$ cat src/rtl/uart_console_rx.sv
// ---------------------------------------------------------------------------
// uart_console_rx
//
// Console UART receiver: oversampling frame decoder feeding a
// first-word-fall-through receive FIFO, with sticky error flags.
//
// Build option:
//   UART_CONSOLE_RX_PARITY_EN  defined   -> 8E1 frames, par_err is live
//                              undefined -> 8N1 frames, par_err tied to 0
//
// Parameters:
//   DEPTH      receive FIFO depth in bytes (power of two, 4..256)
//
// Ports:
//   HCLK       system clock, rising edge
//   HRESETn    asynchronous active-low reset
//   rx         serial input, idle high, asynchronous to HCLK
//   prescale   HCLK cycles per bit minus 1 (>= 3), captured at frame start
//   rd         pop the FIFO head (ignored while empty)
//   clr        clear the sticky error flags
//   rdata      FIFO head byte (0 while empty)
//   empty      FIFO holds no bytes
//   full       FIFO holds DEPTH bytes
//   overrun    sticky: a byte was dropped because the FIFO was full
//   frame_err  sticky: a stop bit was sampled low
//   par_err    sticky: parity mismatch (parity builds only)
// ---------------------------------------------------------------------------
module uart_console_rx #(
  parameter int DEPTH = 16
) (
  input  logic        HCLK,
  input  logic        HRESETn,
  input  logic        rx,
  input  logic [15:0] prescale,
  input  logic        rd,
  input  logic        clr,
  output logic [7:0]  rdata,
  output logic        empty,
  output logic        full,
  output logic        overrun,
  output logic        frame_err,
  output logic        par_err
);

  localparam int AW = $clog2(DEPTH);
  localparam logic [AW:0] PTR_ONE = {{AW{1'b0}}, 1'b1};

  typedef enum logic [2:0] {
    IDLE,
    START,
    DATA,
`ifdef UART_CONSOLE_RX_PARITY_EN
    PARITY,
`endif
    STOP,
    WAIT_IDLE
  } state_t;

  // Synchronizer plus one history flop for falling-edge detection.
  logic rx_meta, rx_sync, rx_prev;

  state_t      state_q, state_d;
  logic [15:0] cnt_q;
  logic [15:0] frame_ps_q;
  logic [2:0]  bit_idx_q;
  logic [7:0]  shift_q;

  logic start_frame, shift_en, push, fe_set;
  logic sample, fall;

  assign sample = (cnt_q == 16'd0);
  assign fall   = rx_prev & ~rx_sync;

  // NOTE: sequential state uses non-blocking assignments so every flop
  // samples pre-edge values regardless of statement order.
  always_ff @(posedge HCLK or negedge HRESETn) begin
    if (!HRESETn) begin
      rx_meta <= 1'b1;
      rx_sync <= 1'b1;
      rx_prev <= 1'b1;
      state_q <= IDLE;
    end else begin
      rx_meta <= rx;
      rx_sync <= rx_meta;
      rx_prev <= rx_sync;
      state_q <= state_d;
    end
  end

`ifdef UART_CONSOLE_RX_PARITY_EN
  logic pe_set;
`endif

  // NOTE: every output of this block is given a default first so no path
  // leaves a signal unassigned, which would infer a latch.
  always_comb begin
    state_d     = state_q;
    start_frame = 1'b0;
    shift_en    = 1'b0;
    push        = 1'b0;
    fe_set      = 1'b0;
`ifdef UART_CONSOLE_RX_PARITY_EN
    pe_set      = 1'b0;
`endif
    unique case (state_q)
      IDLE: begin
        if (fall) begin
          start_frame = 1'b1;
          state_d     = START;
        end
      end
      START: begin
        // Line back high at mid start bit: treat as a glitch.
        if (sample) state_d = rx_sync ? IDLE : DATA;
      end
      DATA: begin
        if (sample) begin
          shift_en = 1'b1;
          if (bit_idx_q == 3'd7) begin
`ifdef UART_CONSOLE_RX_PARITY_EN
            state_d = PARITY;
`else
            state_d = STOP;
`endif
          end
        end
      end
`ifdef UART_CONSOLE_RX_PARITY_EN
      PARITY: begin
        if (sample) begin
          pe_set  = (rx_sync != (^shift_q));
          state_d = STOP;
        end
      end
`endif
      STOP: begin
        if (sample) begin
          if (rx_sync) begin
            push    = 1'b1;
            state_d = IDLE;
          end else begin
            fe_set  = 1'b1;
            state_d = WAIT_IDLE;
          end
        end
      end
      WAIT_IDLE: begin
        if (rx_sync) state_d = IDLE;
      end
      default: state_d = IDLE;
    endcase
  end

  // Bit timing and data capture. The prescale is latched at frame start so
  // that a change mid-frame cannot disturb the bit timing.
  always_ff @(posedge HCLK or negedge HRESETn) begin
    if (!HRESETn) begin
      cnt_q      <= 16'd0;
      frame_ps_q <= 16'd0;
      bit_idx_q  <= 3'd0;
      shift_q    <= 8'd0;
    end else begin
      if (start_frame) begin
        frame_ps_q <= prescale;
        cnt_q      <= prescale >> 1;  // first sample lands mid start bit
        bit_idx_q  <= 3'd0;
      end else if (state_q != IDLE && state_q != WAIT_IDLE) begin
        cnt_q <= sample ? frame_ps_q : cnt_q - 16'd1;
      end
      if (shift_en) begin
        shift_q   <= {rx_sync, shift_q[7:1]};
        bit_idx_q <= bit_idx_q + 3'd1;
      end
    end
  end

  // ---------------------------------------------------------------------
  // Receive FIFO: extra pointer MSB distinguishes full from empty.
  // ---------------------------------------------------------------------
  logic [7:0]  mem [DEPTH];
  logic [AW:0] wr_ptr_q, rd_ptr_q;
  logic        do_push, do_pop;

  assign empty   = (wr_ptr_q == rd_ptr_q);
  assign full    = (wr_ptr_q[AW] != rd_ptr_q[AW]) &&
                   (wr_ptr_q[AW-1:0] == rd_ptr_q[AW-1:0]);
  assign do_pop  = rd & ~empty;
  // A pop in the same cycle frees the slot, so a push while full still fits.
  assign do_push = push & (~full | do_pop);
  assign rdata   = empty ? 8'h00 : mem[rd_ptr_q[AW-1:0]];

  // NOTE: the storage array has no reset; its contents are never visible
  // until written, and leaving it unreset lets it map to plain RAM.
  always_ff @(posedge HCLK) begin
    if (do_push) mem[wr_ptr_q[AW-1:0]] <= shift_q;
  end

  always_ff @(posedge HCLK or negedge HRESETn) begin
    if (!HRESETn) begin
      wr_ptr_q <= '0;
      rd_ptr_q <= '0;
    end else begin
      if (do_push) wr_ptr_q <= wr_ptr_q + PTR_ONE;
      if (do_pop)  rd_ptr_q <= rd_ptr_q + PTR_ONE;
    end
  end

  // Sticky flags: a set in the same cycle as clr wins.
  always_ff @(posedge HCLK or negedge HRESETn) begin
    if (!HRESETn) begin
      overrun   <= 1'b0;
      frame_err <= 1'b0;
    end else begin
      overrun   <= (push & ~do_push) | (overrun & ~clr);
      frame_err <= fe_set | (frame_err & ~clr);
    end
  end

`ifdef UART_CONSOLE_RX_PARITY_EN
  always_ff @(posedge HCLK or negedge HRESETn) begin
    if (!HRESETn) par_err <= 1'b0;
    else          par_err <= pe_set | (par_err & ~clr);
  end
`else
  assign par_err = 1'b0;
`endif

endmodule

$ cat config.mk
export PLATFORM = sky130hd
export DESIGN_NAME = uart_console_rx
export DESIGN_NICKNAME = d
export VERILOG_FILES = /design/src/rtl/uart_console_rx.sv
export SDC_FILE = /design/constraint.sdc
export NUM_CORES = 1
export LEC_CHECK = 0
export ABC_AREA = 1
export CAP_MARGIN = 20
export CELL_PAD_IN_SITES_DETAIL_PLACEMENT = 1
export CELL_PAD_IN_SITES_GLOBAL_PLACEMENT = 2
export CORE_MARGIN = 3
export CORE_UTILIZATION = 36
export CTS_CLUSTER_SIZE = 8
export DETAILED_ROUTE_END_ITERATION = 7
export HOLD_SLACK_MARGIN = 0.03
export PLACE_DENSITY = 0.74
export SLEW_MARGIN = 25
export SYNTH_ARGS = -nofsm -noshare
export SYNTH_HDL_FRONTEND = slang
export SYNTH_SLANG_ARGS = --single-unit
$ cat constraint.sdc
create_clock -name HCLK -period 2.4 [get_ports HCLK]
set_clock_uncertainty 0.2 [all_clocks]
set_input_delay 0.72 -clock HCLK [delete_from_list [all_inputs] [get_ports HCLK]]
set_output_delay 0.72 -clock HCLK [all_outputs]
set_load 0.005 [all_outputs]
==> results of run 1 <==
==> cells in the mapped netlist, types with 6 or more instances <==
cell type  count  area share (%)
nand2_1      200             8.6
nor2_1       160             6.9
edfxtp_1     128              44
o21ai_0       88             5.1
inv_1         71             3.1
dfrtp_1       58              17
nand3_1       50             2.9
a21oi_1       17            0.98
o211ai_1      16             1.4
o21ai_1       16            0.92
buf_2         13            0.75
ha_1           9             1.3
nor2_2         9            0.65
xor2_1         9            0.90
clkbuf_1       8            0.34
buf_4          7            0.60
nand3_2        6            0.69
==> per-layer routing <==
metal | up-vias | GRT usage, % | wire (um)
met5 | - | 0 | 0
met4 | 0 | 6.10 | 366
met3 | 22 | 2.64 | 682
met2 | 105 | 32.0 | 12500
met1 | 3363 | 27.1 | 11900
li1 | 3276 | - | -
==> flip-flops by register name, indices dropped and copies added, names as in the netlist, 3 cells and up <==
signal      cells
cnt_q          16
mem           128
rd_ptr_q        5
state_q         3
wr_ptr_q        5
frame_ps_q     16
shift_q         8
bit_idx_q       3
==> cell type report <==
cell class | instances | share of cell area, %
clock buffer | 17 | 3.74
clock inverter | 14 | 1.16
timing repair buffer | 148 | 13.6
sequential | 189 | 47.3
tap | 319 | 3.51
inverter | 78 | 2.71
multi-input combinational | 606 | 28.0
==> how the worst max path moves through the flow <==
stage / startpoint / to / slack [ns] / depth (start not counted)
global placement: rd_ptr_q[0] / rdata[7] / -0.56 / 7
detailed placement: rd_ptr_q[1] / rdata[7] / -0.55 / 10
floorplan: cnt_q[0] / mem[0][0] / 0.08 / 10
global route: rd_ptr_q[0] / rdata[7] / -0.72 / 10
CTS: rd_ptr_q[0] / rdata[1] / -0.59 / 9
finish: rd_ptr_q[0] / rdata[5] / -0.63 / 9
==> metrics by stage <==
| step | std cells | total power [uW] | util [%] |
|---|---|---|---|
| 3_3_place_gp | 1299 | 8220 | 41.9 |
| 5_1_grt | 1371 | 12900 | 48.1 |
| 6_report | 1371 | 12100 | 48.1 |
| 3_5_place_dp | 1299 | 8330 | 41.9 |
| 4_1_cts | 1356 | 11800 | 46.0 |
| 2_1_floorplan | 905 | 6550 | - |
==> kinds of logic after synthesis <==
group	Yosys count	synth area share, %
simple gates	441	21.4
flops	189	61.7
compound gates	142	8.80
buf+inv	110	5.50
xor+xnor	13	1.31
fa+ha+maj	9	1.29
other cells	1	0.0430
==> power groups by stage <==
stage / Combinational, uW / Sequential, uW / Clock, uW
floorplan: 2520 / 4020 / 0
global placement: 4160 / 4070 / 0
detailed placement: 4250 / 4080 / 0
CTS: 5000 / 4000 / 2800
global route: 5950 / 4050 / 2940
finish: 5360 / 4000 / 2740
==> timing repair <==
item / 4_1_cts / 5_1_grt
buffers inserted: 22 / 14
pin swaps: 31 / 41
hold endpoints to repair: 0 / 0
resized for setup: 89 / 109
gates cloned: 4 / 2
endpoints found under the setup margin: 10 / 138
==> reports/summary.txt, run 1 <==
Run status - complete, but fails checks
Failing checks - negative setup slack
Final hold slack - 0.0512 ns
Full die area - 0.0261 mm^2
Finished Cell Area - 0.0114 mm^2
Final hold viol count - 0
Dpl hpwl - 16100 um
First-pass GRT wire length - 39300 um
Most common cell after layout, fill and taps aside - nand2_1
Final setup viols - 139
Reg2reg path depth - 12
Initial antenna violation count - 0
PortBufs - 32
Pre-CTS WS - -0.553 ns
Critical R2R Capture - mem[9][2]
CTS tree - built
CP Data Required Time - 1.48 ns
Syn_area_per_cell - 9.63 um^2
Total track usage - 19.5%
Delay-heaviest family, CP - buffers and inverters
VDD IR-drop max - 0.502 mV
Rows - 56
Pin count of the biggest net entering global routing - 62
Final net count - 1070
Worst min path class - input port to asynchronous set/reset pin
Root buf cell - clkbuf_16
Post-DP Area - 0.00989 mm^2
Layout cells sized above 1 - 24.5%
Power Dens Cells - 1060 mW/mm^2
Final Worst Setup Slack - -0.626 ns
Maxcap violations - 0
Type of origin of the critical path - register
Clock Pin Slew Worst Setup and Hold Paths - 0.07 ns
Worst setup EP type - primary output
CP Max Fanout - 5
Slowest-stage cell, CP - dfrtp_2
Core area - 0.0236 mm^2
Setup Crit Path Kind - register to primary output
FFs w/ async S/R, synth - 32.3%
CP Buf/Inv Count - 5
FF-to-FF setup slack - -0.09 ns
Normalized max-slew margin - 45.9%
Number of global-route vias before repair - 7020
Unrepaired setup endpoints after global routing - yes
Slew @ Worst Pin - 0.812 ns
H-tree Lvls - 4
#FFs+latches synth - 189
Drt total wl - 25500 um
Fill cells - 2661
Die Ht - 162 um
CP Cell Sequence - buf_12, inv_12, buf_12, buf_16, nor2_1, o211ai_1, nand3_1, a21oi_2, buf_2
Vias - 6766
Slew Limit Fails - 0
Num CTS Buffers - 17
Die width - 162 um
DRC violations left - 0
Wire length per cell - 18.6 um
Post-route ant nets - 0
Comb pwr share - 44.3%
Setup TNS - -11.39 ns
Crit path DAT - 2.11 ns
Number of synthesized flops with an enable pin - 128
Clk sink count - 189
Yosys cell types - 34
Post-synthesis cell count - 905
Pint - 7570 uW
Sw frac - 37.4%
Synthesized area - 0.00871 mm^2
Worst path max stage delay - 0.44 ns
Register Area - 0.00538 mm^2
Final Cycle Share - 126%
Total grt overflow - 0
Area of the multi-input gates - 0.00318 mm^2
Starting Density - 36.9%
Sequential area share after synthesis - 61.7%
Leakage Power - 0.00494 uW
Ports - 34
Cts hold-fix bufs - 0
Clk network pwr share - 22.6%
Share of power burned in registers - 33.1%
Layout area overhead - 30.4%
Clock Path Buffers - 2
DR vias/cell - 4.94
Fmax - 0.330 GHz
Synth Warn # - 0
Worst r2r src - cnt_q[0]
Psw - 4520 uW
Commonest non-fill, non-tap cells in the layout - nand2_1, nor2_1, edfxtp_1, buf_4, o21ai_0
Pre-antenna DRT Iters - 5
Crit path top cell by count - buf_12
Min Tclk post-route - 3.03 ns
N_diodes - 0
DR iter-0 viols - 357
Syn Nets - 935
Worst-Skew Late Latency - 0.45 ns
GPL Wtd Cong - 0.753
Ys flop type - edfxtp_1
No activity file was read; power rests on OpenSTA's default activity.
==> inputs of run 2 (changes only) <==
--- a/config.mk
+++ b/config.mk
@@ -10,11 +10,12 @@
 export CELL_PAD_IN_SITES_DETAIL_PLACEMENT = 1
 export CELL_PAD_IN_SITES_GLOBAL_PLACEMENT = 2
 export CORE_MARGIN = 3
-export CORE_UTILIZATION = 36
+export CORE_UTILIZATION = 41
+export CTS_BUF_LIST = sky130_fd_sc_hd__clkbuf_4
 export CTS_CLUSTER_SIZE = 8
 export DETAILED_ROUTE_END_ITERATION = 7
 export HOLD_SLACK_MARGIN = 0.03
-export PLACE_DENSITY = 0.74
+export PLACE_DENSITY = 0.8
 export SLEW_MARGIN = 25
 export SYNTH_ARGS = -nofsm -noshare
 export SYNTH_HDL_FRONTEND = slang
==> constraint.sdc (replaced) <==
create_clock -name HCLK -period 3.1 [get_ports HCLK]
set_clock_uncertainty 0.2 [all_clocks]
set_input_delay 0.93 -clock HCLK [delete_from_list [all_inputs] [get_ports HCLK]]
set_output_delay 0.93 -clock HCLK [all_outputs]
set_load 0.005 [all_outputs]
==> run 2 against run 1 <==
  * The flow still finishes with violations (negative setup slack)
  * Setup slack better by 0.32 ns
  * Cell area down 8.5%
  * Wire length is 2.2% lower
  * First-iteration DRC count increased by 3.1%
  * Clock-buffer cell count stayed put
  * Clock power fell by 50%
  * Non-clock buffer count down 47
  * Power decreased by 31%
  * Combinational power shrank 28%
  * Critical path depth up 1
  * Utilization is 2.4 points higher
  * Sequential share of layout area up 4.4 points
  * Critical path type unchanged
==> reports/summary.txt, run 2 (same netlist as run 1, synthesis figures left out) <==
Commonest non-fill, non-tap cells in the layout - nand2_1, nor2_1, edfxtp_1, inv_1, o21ai_0
Die Ht - 152 um
Crit path DAT - 2.28 ns
Met2 usage - 41.4%
Largest register FFs - 128
Drt total wl - 24900 um
Slew @ Worst Pin - 0.836 ns
First-pass GRT wire length - 39400 um
Normalized max-slew margin - 44.3%
Most Crowded Layer GR - met2
Cts hold-fix bufs - 0
Vias - 6665
GR Layer Usage met3 - 3.51%
PortBufs - 32
Min Tclk post-route - 3.41 ns
Core area - 0.0206 mm^2
Unrepaired setup endpoints after global routing - yes
Pre-antenna DRT Iters - 5
Number of global-route vias before repair - 7158
VDD IR-drop max - 0.314 mV
Power Total - 8340 uW
Clock Path Buffers - 2
Root buf cell - clkbuf_4
Total grt overflow - 0
Worst min path class - input port to asynchronous set/reset pin
Layout area overhead - 19.3%
Run status - complete, but fails checks
Type of origin of the critical path - register
Pre-CTS WS - -0.0404 ns
H-tree Lvls - 4
Leakage Power - 0.00459 uW
DR iter-0 viols - 368
Rows - 52
Die width - 152 um
Clk sink count - 189
Final Worst Setup Slack - -0.309 ns
Full die area - 0.0230 mm^2
Layout cells sized above 1 - 17.8%
Final Cycle Share - 110%
CP Data Required Time - 1.97 ns
Wire length per cell - 19.5 um
Final net count - 1023
CP Max Fanout - 8
Num CTS Buffers - 17
Clock Pin Slew Worst Setup and Hold Paths - 0.18 ns
Ports - 34
Met1 usage - 26.9%
Worst path max stage delay - 0.42 ns
Final hold viol count - 0
CP Cell Sequence - buf_6, clkinv_8, buf_12, buf_8, buf_4, o21ai_4, o211ai_1, nand3_1, a21oi_2, buf_2
Starting Density - 42.4%
Failing checks - negative setup slack
Slowest-stage cell, CP - dfrtp_2
Final setup viols - 10
DR vias/cell - 5.22
Post-route ant nets - 0
Setup Crit Path Kind - register to primary output
Setup TNS - -2.50 ns
Most common cell after layout, fill and taps aside - nand2_1
Worst setup EP type - primary output
Worst-Skew Late Latency - 0.59 ns
Pin count of the biggest net entering global routing - 62
Dpl hpwl - 15800 um
CTS tree - built
Fill cells - 2335
Initial antenna violation count - 1
Total track usage - 22.8%
Power Dens Cells - 803 mW/mm^2
DRC violations left - 0
Fmax - 0.293 GHz
Slew Limit Fails - 0
Maxcap violations - 0
GPL Wtd Cong - 0.794
==> run 2: changes by cell type in the layout (fill, tap and decap cells not counted), sizes merged <==
cell,before,now
clkinv,7,8
bufbuf,0,1
diode,0,1
inv,82,84
clkinvlp,3,0
buf,125,78
dlygate4sd2,1,0
==> run 2: per-stage QoR <==
stage,hold slack [ns],util (%),cell area [um^2],cells
2_1_floorplan,0.145,-,8710,905
4_1_cts,0.0798,50.1,10300,1271
3_3_place_gp,0.147,46.4,9540,1213
5_1_grt,0.0841,50.5,10400,1276
6_report,0.113,50.5,10400,1276
3_5_place_dp,0.152,46.4,9540,1213
==> run 2: cell type report <==
type / count / area [um^2] / share of cell area [%]
diodes: 1 / 2.50 / 0.0241
clock buffers: 17 / 128 / 1.23
clock inverters: 14 / 160 / 1.54
inverters: 78 / 312 / 3.00
multi-input cells: 606 / 2940 / 28.3
flip-flops and latches: 189 / 5380 / 51.7
well taps: 270 / 338 / 3.25
repair buffers: 101 / 1130 / 10.9
==> run 2: critical path: cells and delay by family, from the launching register on <==
kind / cells / cell delay [ns]
simple gates: 1 / 0.14
flops: 1 / 0.42
compound gates: 3 / 0.35
buf+inv: 6 / 0.78
==> run 2: path summary, 6_finish.rpt <==
path | start | endpoint | slack, ns | depth (start not counted)
max | rd_ptr_q[0] | rdata[2] | -0.31 | 10
min | HRESETn | frame_ps_q[13] | 0.11 | 2
max reg2reg | cnt_q[0] | mem[8][3] | 0.46 | 11
min reg2reg | rx_meta | rx_sync | 0.17 | 0
max in group asynchronous | HRESETn | rx_prev | 2.25 | 2
min in group HCLK | rx_meta | rx_sync | 0.17 | 0
==> run 2: per-layer routing <==
| layer | wire length [um] | share of wire [%] | vias to the layer above |
|---|---|---|---|
| met1 | 10100 | 41 | 3297 |
| met3 | 926 | 3.7 | 38 |
| met4 | 834 | 3.3 | 0 |
| li1 | - | - | 3180 |
| met2 | 13000 | 52 | 150 |
| met5 | 0 | 0 | - |
==> run 2: power by group <==
group          switching [uW]  internal [uW]  leakage [uW]
sequential                206           2910       0.00224
combinational            2150           1700       0.00219
clock                    1000            376      0.000157
==> run 2: what timing repair did <==
action	4_1_cts	5_1_grt
gates cloned	7	1
gates resized for setup	103	16
pin swaps	32	7
endpoints found under the setup margin	10	10
buffers inserted	21	3
==> inputs of run 3 (changes only) <==
==> constraint.sdc (replaced) <==
create_clock -name HCLK -period 3.1 [get_ports HCLK]
set_clock_uncertainty 0.2 [all_clocks]
set_input_delay 0.31 -clock HCLK [delete_from_list [all_inputs] [get_ports HCLK]]
set_output_delay 0.31 -clock HCLK [all_outputs]
set_load 0.005 [all_outputs]
==> run 3 against run 2 <==
  * The flow still finishes with violations (negative setup slack)
  * Via count decreased by 1.8%
  * Critical path depth shrank 3
  * Wire length is 6.9% lower
  * Largest cell class unchanged
  * Highest routed layer unchanged
==> reports/summary.txt, run 3 (same netlist as run 1, synthesis figures left out) <==
Wire length per cell - 18.5 um
Failing checks - negative setup slack
Clk network pwr share - 19.2%
Largest register FFs - 128
DR vias/cell - 5.23
Starting Density - 42.4%
Final setup viols - 1
Initial antenna violation count - 1
Power Dens Cells - 760 mW/mm^2
Ports - 34
Worst-Skew Late Latency - 0.61 ns
Final Cycle Share - 103%
Share of power burned in registers - 41.2%
Drt total wl - 23200 um
DRC violations left - 0
VDD IR-drop max - 0.371 mV
Commonest non-fill, non-tap cells in the layout - nand2_1, nor2_1, edfxtp_1, o21ai_0, inv_1
Normalized max-slew margin - 44.7%
Setup Crit Path Kind - register to primary output
Die width - 152 um
Unrepaired setup endpoints after global routing - yes
Vias - 6543
Final Worst Setup Slack - -0.0876 ns
Pint - 4550 uW
Final hold viol count - 0
Num CTS Buffers - 17
PortBufs - 32
Layout cells sized above 1 - 11.4%
Comb pwr share - 39.5%
Final net count - 998
Worst setup EP type - primary output
Full die area - 0.0230 mm^2
CP Data Required Time - 2.59 ns
Slew Limit Fails - 0
Clock Pin Slew Worst Setup and Hold Paths - 0.17 ns
Run status - complete, but fails checks
Sw frac - 40.1%
CTS tree - built
Clock Path Buffers - 2
Number of global-route vias before repair - 6982
Clk sink count - 189
Hold Startpoint - prescale[3]
CP Max Fanout - 32
Setup TNS - -0.0876 ns
Core area - 0.0206 mm^2
Rows - 52
Min Tclk post-route - 3.19 ns
GPL Wtd Cong - 0.837
DR iter-0 viols - 325
Crit path DAT - 2.68 ns
Die Ht - 152 um
Type of origin of the critical path - register
Finished Layout Cells - 1252
Root buf cell - clkbuf_4
Pin count of the biggest net entering global routing - 34
Fmax - 0.314 GHz
Total track usage - 20.8%
Maxcap violations - 0
Worst min path class - input port to register
Pre-antenna DRT Iters - 4
H-tree Lvls - 4
Worst r2r src - cnt_q[0]
Psw - 3050 uW
Crit path launch - rd_ptr_q[0]
First-pass GRT wire length - 36600 um
Post-route ant nets - 0
Leakage Power - 0.00442 uW
Total grt overflow - 0
Layout area overhead - 14.8%
Dpl hpwl - 15600 um
Placed Instances - 1203
Slew @ Worst Pin - 0.829 ns
Most common cell after layout, fill and taps aside - nand2_1
[run 3: final timing paths]
| kind | endpoint | slack, ns | depth (start not counted) |
|---|---|---|---|
| max | rdata[7] | -0.09 | 7 |
| min reg2reg | rx_sync | 0.17 | 0 |
| max reg2reg | mem[13][0] | 0.47 | 11 |
| max in group asynchronous | wr_ptr_q[1] | 1.48 | 5 |
| min | frame_ps_q[3] | 0.08 | 3 |
| min in group asynchronous | frame_ps_q[14] | 0.52 | 4 |
[run 3: critical path, stage by stage, from the launching register on]
cell and delay [ns]:
dfrtp_2 0.53, inv_4 0.14, buf_12 0.19, nor2_1 0.06, o211ai_1 0.28, nand3_1 0.15, a21oi_2 0.18, clkdlybuf4s50_1 0.53
[run 3: layer usage]
layer  global-route usage [%]  vias to the layer above  routed length, um
met3                     3.57                       36                636
met5                        0                        -                  0
li1                         -                     3125                  -
met4                     7.01                        0                544
met2                     37.0                      101              12000
met1                     25.6                     3281              10000
[run 3: area by class of cell]
| cell class | instances | area [um^2] |
|---|---|---|
| Sequential cell | 189 | 5380 |
| Timing Repair Buffer | 76 | 797 |
| Multi-Input combinational cell | 606 | 2880 |
| Inverter | 78 | 297 |
| Tap cell | 270 | 338 |
| Clock buffer | 17 | 128 |
| Antenna cell | 1 | 2.50 |
| Clock inverter | 15 | 183 |
| Fill cell | 2367 | 10600 |
[run 3: through the flow]
step / utilization, % / setup WS (ns) / instance area [um^2] / power (uW) / hold slack, ns
6_report: 48.6 / -0.0876 / 10000 / 7600 / 0.0821
5_1_grt: 48.6 / -0.205 / 10000 / 8170 / 0.0523
4_1_cts: 48.2 / -0.0669 / 9910 / 7570 / 0.0407
3_5_place_dp: 45.7 / 0.368 / 9400 / 6010 / 0.145
3_3_place_gp: 45.7 / 0.374 / 9400 / 5900 / 0.127
2_1_floorplan: - / 0.777 / 8710 / 5070 / -0.186
[run 3: power groups by stage]
stage	combinational [uW]	sequential, uW	clock [uW]
6_report	3000	3140	1460
5_1_grt	3400	3170	1600
4_1_cts	2950	3130	1490
3_5_place_dp	2840	3170	0
3_3_place_gp	2740	3160	0
2_1_floorplan	1950	3110	0
[run 3: repair_timing]
action	in CTS	in global routing
setup endpoints to repair	9	9
endpoints found under the hold margin	52	0
setup buffers	0	1
hold buffers	13	0
resized for setup	19	10
gates cloned	0	2
pin swaps	1	1
